## config.mk

```make
export PLATFORM = sky130hd
export DESIGN_NAME = i2c_clk_gen_flat
export DESIGN_NICKNAME = d
export VERILOG_FILES = /design/src/rtl/i2c_pkg.sv /design/src/rtl/i2c_clk_gen_if.sv /design/src/rtl/i2c_sync.sv /design/src/rtl/i2c_clk_gen.sv /design/src/flat_wrapper.sv
export SDC_FILE = /design/constraint.sdc
export NUM_CORES = 1
export LEC_CHECK = 0
export ABC_AREA = 1
export CAP_MARGIN = 10
export CORE_MARGIN = 2
export CORE_UTILIZATION = 50
export CTS_CLUSTER_SIZE = 12
export DETAILED_ROUTE_END_ITERATION = 10
export PLACE_DENSITY = 0.69
export SLEW_MARGIN = 20
export SYNTH_ARGS = -nofsm -noshare
export SYNTH_HDL_FRONTEND = slang
export SYNTH_SLANG_ARGS = --single-unit
```

## constraint.sdc

```tcl
create_clock -name clk -period 2.3 [get_ports clk]
set_input_delay 0.345 -clock clk [delete_from_list [all_inputs] [get_ports clk]]
set_output_delay 0.345 -clock clk [all_outputs]
set_load 0.05 [all_outputs]
```

## src/rtl/i2c_pkg.sv

```systemverilog
// rtl/i2c_pkg.sv - shared types and helpers for the I2C bus-clock generator
//
// Purpose: phase enumeration of one SCL period, default generator
// parameters, and the counter-to-phase decode used by i2c_clk_gen.
// Ports: none (package).

package i2c_pkg;

  // One SCL period is split into four equal quarters.
  //   Q0: SCL low,  data_clk low
  //   Q1: SCL low,  data_clk high
  //   Q2: SCL high, data_clk high
  //   Q3: SCL high, data_clk low
  typedef enum logic [1:0] {
    PH_Q0 = 2'd0,
    PH_Q1 = 2'd1,
    PH_Q2 = 2'd2,
    PH_Q3 = 2'd3
  } phase_e;

  // System clocks per quarter SCL period, and the longest tolerated
  // slave stretch in system clocks.
  localparam int unsigned DEFAULT_DIVIDER = 500;
  localparam int unsigned DEFAULT_TIMEOUT = 65535;

  // Map a phase count in [0, 4*d-1] to its quarter.
  function automatic phase_e phase_of(input int unsigned cnt, input int unsigned d);
    phase_e ph;
    if (cnt < d) begin
      ph = PH_Q0;
    end else if (cnt < 2 * d) begin
      ph = PH_Q1;
    end else if (cnt < 3 * d) begin
      ph = PH_Q2;
    end else begin
      ph = PH_Q3;
    end
    return ph;
  endfunction

  // SCL is released (high) in the second half of the period.
  function automatic logic scl_level(input phase_e ph);
    return (ph == PH_Q2) || (ph == PH_Q3);
  endfunction

  // data_clk is shifted one quarter ahead of SCL.
  function automatic logic data_level(input phase_e ph);
    return (ph == PH_Q1) || (ph == PH_Q2);
  endfunction

endpackage

```

## src/rtl/i2c_clk_gen_if.sv

```systemverilog
// rtl/i2c_clk_gen_if.sv - control/status bundle between the clock generator and the bit FSM
//
// Purpose: groups the generator controls, the SCL pad readback and the
// generated clock levels/strobes/status.
// Modports:
//   master - the clock generator: consumes controls and pad readback,
//            drives clock levels, strobes and status.
//   slave  - the bit-level FSM / pad side: drives controls and readback,
//            consumes the generated clocks.
// Signals:
//   enable        1 = generate clock, 0 = idle
//   scl_ena       1 = master owns SCL, stretch detection active
//   scl_in        raw SCL pad readback (asynchronous)
//   clr_timeout   clears the sticky timeout flag
//   scl_clk       SCL drive level, 1 = release
//   data_clk      data-phase clock, one quarter ahead of scl_clk
//   data_clk_rise one-cycle pulse on data_clk 0->1
//   scl_rise      one-cycle pulse when Q2 is first released
//   stretching    counter is being held by a slave stretch
//   timeout       sticky: a stretch exceeded the limit

interface i2c_clk_gen_if;

  logic enable;
  logic scl_ena;
  logic scl_in;
  logic clr_timeout;

  logic scl_clk;
  logic data_clk;
  logic data_clk_rise;
  logic scl_rise;
  logic stretching;
  logic timeout;

  modport master (
    input  enable,
    input  scl_ena,
    input  scl_in,
    input  clr_timeout,
    output scl_clk,
    output data_clk,
    output data_clk_rise,
    output scl_rise,
    output stretching,
    output timeout
  );

  modport slave (
    output enable,
    output scl_ena,
    output scl_in,
    output clr_timeout,
    input  scl_clk,
    input  data_clk,
    input  data_clk_rise,
    input  scl_rise,
    input  stretching,
    input  timeout
  );

endinterface

```

## src/rtl/i2c_sync.sv

```systemverilog
// rtl/i2c_sync.sv - two-flop synchroniser for an I2C pad readback
//
// Purpose: brings an asynchronous open-drain line into the clk domain.
// Resets to 1 because an idle I2C line is pulled high.
// Ports:
//   clk  system clock
//   rst  synchronous active-high reset
//   d    asynchronous pad level
//   q    synchronised level, two clocks behind d

module i2c_sync (
  input  logic clk,
  input  logic rst,
  input  logic d,
  output logic q
);

  logic meta;
  logic stable;

  always_ff @(posedge clk) begin
    if (rst) begin
      meta   <= 1'b1;
      stable <= 1'b1;
    end else begin
      meta   <= d;
      stable <= meta;
    end
  end

  assign q = stable;

endmodule

```

## src/rtl/i2c_clk_gen.sv

```systemverilog
// rtl/i2c_clk_gen.sv - I2C bus-clock generator with slave stretch and stretch timeout
//
// Purpose: divides clk into a four-quarter SCL period of 4*DIVIDER clocks,
// produces the SCL drive level and a quarter-leading data_clk, holds the
// period at the start of Q2 while a slave stretches SCL low, and forces
// release (with a sticky timeout flag) after TIMEOUT stretched clocks.
// Ports:
//   clk  system clock, all logic on posedge
//   rst  synchronous active-high reset
//   bus  i2c_clk_gen_if.master: controls in, clock levels/strobes/status out
// Parameters:
//   DIVIDER  clocks per quarter SCL period (>= 2)
//   TIMEOUT  longest stretch in clocks before forced release (>= 1)

module i2c_clk_gen
  import i2c_pkg::*;
#(
  parameter int unsigned DIVIDER = DEFAULT_DIVIDER,
  parameter int unsigned TIMEOUT = DEFAULT_TIMEOUT
) (
  input logic           clk,
  input logic           rst,
  i2c_clk_gen_if.master bus
);

  localparam int unsigned CBITS = $clog2(4 * DIVIDER);
  localparam int unsigned TBITS = $clog2(TIMEOUT + 1);

  localparam logic [CBITS-1:0] CNT_D    = CBITS'(DIVIDER);
  localparam logic [CBITS-1:0] CNT_2D   = CBITS'(2 * DIVIDER);
  localparam logic [CBITS-1:0] CNT_LAST = CBITS'(4 * DIVIDER - 1);
  localparam logic [TBITS-1:0] STR_MAX  = TBITS'(TIMEOUT);

  logic [CBITS-1:0] cnt;
  logic [CBITS-1:0] cnt_next;
  logic [TBITS-1:0] stretch_cnt;
  logic [TBITS-1:0] stretch_next;

  logic   scl_sync;
  logic   at_q2_start;
  logic   stretch_req;
  logic   stretch_limit;
  logic   hold;
  logic   timeout_evt;
  phase_e phase_next;

  i2c_sync u_scl_sync (
    .clk (clk),
    .rst (rst),
    .d   (bus.scl_in),
    .q   (scl_sync)
  );

  // Stretch is only ever considered at the first count of Q2: that is the
  // point where we have just released SCL and a slave may be holding it low.
  always_comb begin
    at_q2_start   = (cnt == CNT_2D);
    stretch_req   = bus.enable && at_q2_start && bus.scl_ena && !scl_sync;
    stretch_limit = (stretch_cnt == STR_MAX);
    hold          = stretch_req && !stretch_limit;
    timeout_evt   = stretch_req && stretch_limit;
  end

  // Next phase count.
  always_comb begin
    cnt_next = cnt;
    if (!bus.enable) begin
      cnt_next = '0;
    end else if (hold) begin
      cnt_next = cnt;
    end else if (cnt == CNT_LAST) begin
      cnt_next = '0;
    end else begin
      cnt_next = cnt + 1'b1;
    end
  end

  // Stretch length counter: only live while parked at the start of Q2.
  // It never exceeds STR_MAX because hold is false once the limit is hit.
  always_comb begin
    stretch_next = '0;
    if (bus.enable && at_q2_start) begin
      if (hold) begin
        stretch_next = stretch_cnt + 1'b1;
      end else begin
        stretch_next = stretch_cnt;
      end
    end
  end

  // Outputs are registered from the next count so they line up with cnt
  // in the same cycle and have no combinational path from any input.
  always_comb begin
    phase_next = phase_of(32'(cnt_next), DIVIDER);
  end

  always_ff @(posedge clk) begin
    if (rst) begin
      cnt               <= '0;
      stretch_cnt       <= '0;
      bus.scl_clk       <= 1'b1;
      bus.data_clk      <= 1'b0;
      bus.data_clk_rise <= 1'b0;
      bus.scl_rise      <= 1'b0;
      bus.stretching    <= 1'b0;
      bus.timeout       <= 1'b0;
    end else begin
      cnt         <= cnt_next;
      stretch_cnt <= stretch_next;

      if (bus.enable) begin
        bus.scl_clk       <= scl_level(phase_next);
        bus.data_clk      <= data_level(phase_next);
        // cnt never holds at D, so reaching D is always a fresh rise.
        bus.data_clk_rise <= (cnt_next == CNT_D);
        // Fires as cnt leaves 2D, whether released by the slave, by
        // scl_ena being low, or by the timeout.
        bus.scl_rise      <= at_q2_start && !hold;
        bus.stretching    <= hold;
      end else begin
        bus.scl_clk       <= 1'b1;
        bus.data_clk      <= 1'b0;
        bus.data_clk_rise <= 1'b0;
        bus.scl_rise      <= 1'b0;
        bus.stretching    <= 1'b0;
      end

      // A new timeout in the same cycle as a clear leaves the flag set.
      if (timeout_evt) begin
        bus.timeout <= 1'b1;
      end else if (bus.clr_timeout) begin
        bus.timeout <= 1'b0;
      end
    end
  end

endmodule

```

## src/flat_wrapper.sv

```systemverilog
// flat-port wrapper written by rule: the top's interface ports become plain ports
module i2c_clk_gen_flat import i2c_pkg::*;
#(
  parameter int unsigned DIVIDER = DEFAULT_DIVIDER,
  parameter int unsigned TIMEOUT = DEFAULT_TIMEOUT
)
  (clk, rst, bus_enable, bus_scl_ena, bus_scl_in, bus_clr_timeout, bus_scl_clk, bus_data_clk, bus_data_clk_rise, bus_scl_rise, bus_stretching, bus_timeout);
  i2c_clk_gen_if bus_i ();
  input logic clk;
  input logic rst;
  input wire logic [$bits(bus_i.enable)-1:0] bus_enable;
  input wire logic [$bits(bus_i.scl_ena)-1:0] bus_scl_ena;
  input wire logic [$bits(bus_i.scl_in)-1:0] bus_scl_in;
  input wire logic [$bits(bus_i.clr_timeout)-1:0] bus_clr_timeout;
  output wire logic [$bits(bus_i.scl_clk)-1:0] bus_scl_clk;
  output wire logic [$bits(bus_i.data_clk)-1:0] bus_data_clk;
  output wire logic [$bits(bus_i.data_clk_rise)-1:0] bus_data_clk_rise;
  output wire logic [$bits(bus_i.scl_rise)-1:0] bus_scl_rise;
  output wire logic [$bits(bus_i.stretching)-1:0] bus_stretching;
  output wire logic [$bits(bus_i.timeout)-1:0] bus_timeout;
  assign bus_i.enable = bus_enable;
  assign bus_i.scl_ena = bus_scl_ena;
  assign bus_i.scl_in = bus_scl_in;
  assign bus_i.clr_timeout = bus_clr_timeout;
  assign bus_scl_clk = bus_i.scl_clk;
  assign bus_data_clk = bus_i.data_clk;
  assign bus_data_clk_rise = bus_i.data_clk_rise;
  assign bus_scl_rise = bus_i.scl_rise;
  assign bus_stretching = bus_i.stretching;
  assign bus_timeout = bus_i.timeout;
  i2c_clk_gen #(.DIVIDER(DIVIDER), .TIMEOUT(TIMEOUT)) u_core (.clk(clk), .rst(rst), .bus(bus_i));
endmodule
```

==> flow_metrics.tcl <==
set metrics [dict create \
    drive_above_1_share_pct 10.5 \
    synth_area_sq_mm 0.00193 \
    io_buffers 11 \
    globalRouteTotalUtil_pct 21.3 \
    numCtsBuffers 5 \
    criticalPathCategory "reg2reg" \
    grt_max_degree 11 \
    worstMarginPinSlew_ps 501 \
    worstHoldPathType "reg2reg" \
    synth.most_common_cell "nor2_1" \
    hold_viol_final 0 \
    cts_tree "built" \
    row_count 22 \
    synth_top_area_share_pct 36.3 \
    avgSynthCellArea_sq_um 6.73 \
    die_x_um 66.1 \
    final.min_clock_period_ps 1910 \
    max-slew-margin-rel_pct 66.5 \
    areaGrowthSynthToFinish_pct 14.3 \
    die_h_um 66.1 \
    power_density_mw_per_mm2 513 \
    drt-pass1-iter-count 4 \
    post_cts_buffers 0 \
    seq_area_frac_synth_pct 36.3 \
    drc 0 \
    synth.distinct_cells 35 \
    yosysTopAreaCell "dfxtp_1" \
    root_buffer "clkbuf_8" \
    placed_cells 346 \
    core_sq_mm 0.00369 \
    start_util_pct 52.3 \
    grt.overflow.total 0 \
    outcome "completed" \
    setup_viol 0 \
    num_vias 1765 \
    synth-edff-count 0 \
    power_frac_seq_pct 54.1 \
    dp_slack_ps 156 \
    synthArstFlopShare_pct 0 \
    synthesis.instances 287 \
    first_iter_violations 101 \
    wl_per_cell_um 11.8 \
    post-route-period-util_pct 82.8 \
    drt-total-wl_um 4190 \
    cts.clk_slew.worst_paths_ps 60 \
    setup_slack_ps 395 \
    end_kind "flop" \
    antenna_found_initial 0 \
    p_int_w 0.000900 \
    clockPowerShare_pct 42.6 \
    p_switching_w 0.000233 \
    arrival_ps 2080 \
    rsz0062_at_grt "no" \
    ys_ff_latch 35 \
    hold_buffers 0 \
    cp_max_fo 6 \
    p_sw_share_pct 20.5 \
    ys.flop_type "dfxtp_1" \
    synth_nets 296 \
    ys_warn_count 0 \
    cts_resized 0 \
    ys_top_cells_by_count "nor2_1 (54), nand2_1 (51), inv_1 (45)" \
    cp-start-kind "flop" \
    io_pins 12 \
    cts_buffer_depth 2 \
    finClkSkew_ps 5.04 \
    nNetsFinal 314 \
    cap_viol_max_count 0 \
    dieArea_sq_mm 0.00437 \
    cts_sinks 35 \
    stdcell_count 354 \
    clk-insertion-delay-late_ps 280 \
    cp.required_ps 2480 \
    ys_top_cells_by_area "dfxtp_1 (36%), nor2_1 (10%), nand2_1 (9.9%), inv_1 (8.7%), nand3_1 (6.7%)" \
    holdWs_ps 410 \
    drt-vias-per-instance 4.99 \
    drt.antenna.violating_nets 0 \
    combPwrFrac_pct 3.3 \
    grt_pass1_wl_um 6930 \
    p_leak_nw 0.857 \
    gp_congestion 0.892 \
    first_global_vias 1678 \
    hpwl_um 3260 \
    n_antenna_cell 0 \
    ir_drop_mv 0.325 \
    report.final.slew_viol_count 0 \
    tns_ps 0 \
    fmaxAchievable_mhz 525 \
    htree_levels 2 \
]
[layout make-up]
cell class / count / area (sq um)
multi-input cells: 201 / 1030
inverters: 48 / 180
fillers: 366 / 1480
clock buffers: 8 / 100
repair buffers: 14 / 133
flip-flops and latches: 35 / 701
well taps: 48 / 60.1
[placed cells by master (no fill, tap or decap), types with 3 or more instances in the layout]
cell type	Yosys	layout
nor2_4	4	4
nand2_1	51	51
nand3_1	26	26
a31oi_1	4	4
a211oi_1	3	3
o21bai_1	3	3
ha_1	3	3
dfxtp_1	35	35
nor2_2	5	5
clkdlybuf4s50_1	0	11
nand4_1	8	8
nand2_2	3	3
buf_4	1	3
clkbuf_8	0	7
inv_1	45	45
o21ai_0	5	5
nor2_1	54	54
a21oi_1	10	10
nor3_1	3	3
[path summary, 6_finish.rpt]
kind	from	end	slack [ps]	cells after the start
min reg2reg	u_core.u_scl_sync.meta$_SDFF_PP1_	u_core.u_scl_sync.q$_SDFF_PP1_	410	1
max	u_core.stretch_cnt[1]$_SDFFE_PP0P_	u_core.bus.data_clk$_SDFF_PP0_	390	11
min	u_core.u_scl_sync.meta$_SDFF_PP1_	u_core.u_scl_sync.q$_SDFF_PP1_	410	1
max reg2reg	u_core.stretch_cnt[1]$_SDFFE_PP0P_	u_core.bus.data_clk$_SDFF_PP0_	390	11
[routing by layer]
metal / track usage [%] / share of wire, %
met1: 22.9 / 44
met4: 10.2 / 2.2
met2: 38.6 / 52
met5: 0 / 0
met3: 5.28 / 2.2
[power by group through the flow]
stage | Sequential, W | Clock, W | Combinational [W]
2_1_floorplan | 0.000629 | 0 | 0.0000172
3_3_place_gp | 0.000626 | 0 | 0.0000374
3_5_place_dp | 0.000626 | 0 | 0.0000375
4_1_cts | 0.000612 | 0.000498 | 0.0000378
5_1_grt | 0.000612 | 0.000522 | 0.0000413
6_report | 0.000612 | 0.000483 | 0.0000377
[flip-flops by register name (all words and copies together) (netlist names)]
name / count
u_core.bus.data_clk: 1
u_core.bus.data_clk_rise: 1
u_core.bus.scl_clk: 1
u_core.bus.scl_rise: 1
u_core.bus.stretching: 1
u_core.bus.timeout: 1
u_core.cnt: 11
u_core.stretch_cnt: 16
u_core.u_scl_sync.meta: 1
u_core.u_scl_sync.q: 1
[kinds of logic (layout without fill, tap and decap cells)]
| family | after synthesis | after routing | synth area share (%) |
|---|---|---|---|
| AOI/OAI and AO/OA | 31 | 31 | 9.79 |
| xor gates and xnor gates | 2 | 2 | 0.907 |
| adders and majority gates | 3 | 3 | 1.94 |
| buffers and inverters | 51 | 70 | 10.2 |
| DFF | 35 | 35 | 36.3 |
| and+or+nand+nor | 165 | 165 | 40.9 |
[worst max-delay path: stages, from the launching register on]
cell      delay (ps)
dfxtp_1          350
ha_1             280
nand3_1          140
nor3_2           120
nand3b_1         140
nand2_2          160
nand2_1           60
nand2_1           50
nand2_1           80
or2_1            220
a21oi_1          120
nor2_1            60
[through the flow]
stage / util [%] / instance area, sq um / power, W
floorplan: - / 1930 / 0.000646
global placement: 57.1 / 2110 / 0.000663
detailed placement: 57.1 / 2110 / 0.000664
CTS: 59.8 / 2210 / 0.00115
global route: 59.8 / 2210 / 0.00118
finish: 59.8 / 2210 / 0.00113
Note: power is estimated with default switching activity, not from simulation.
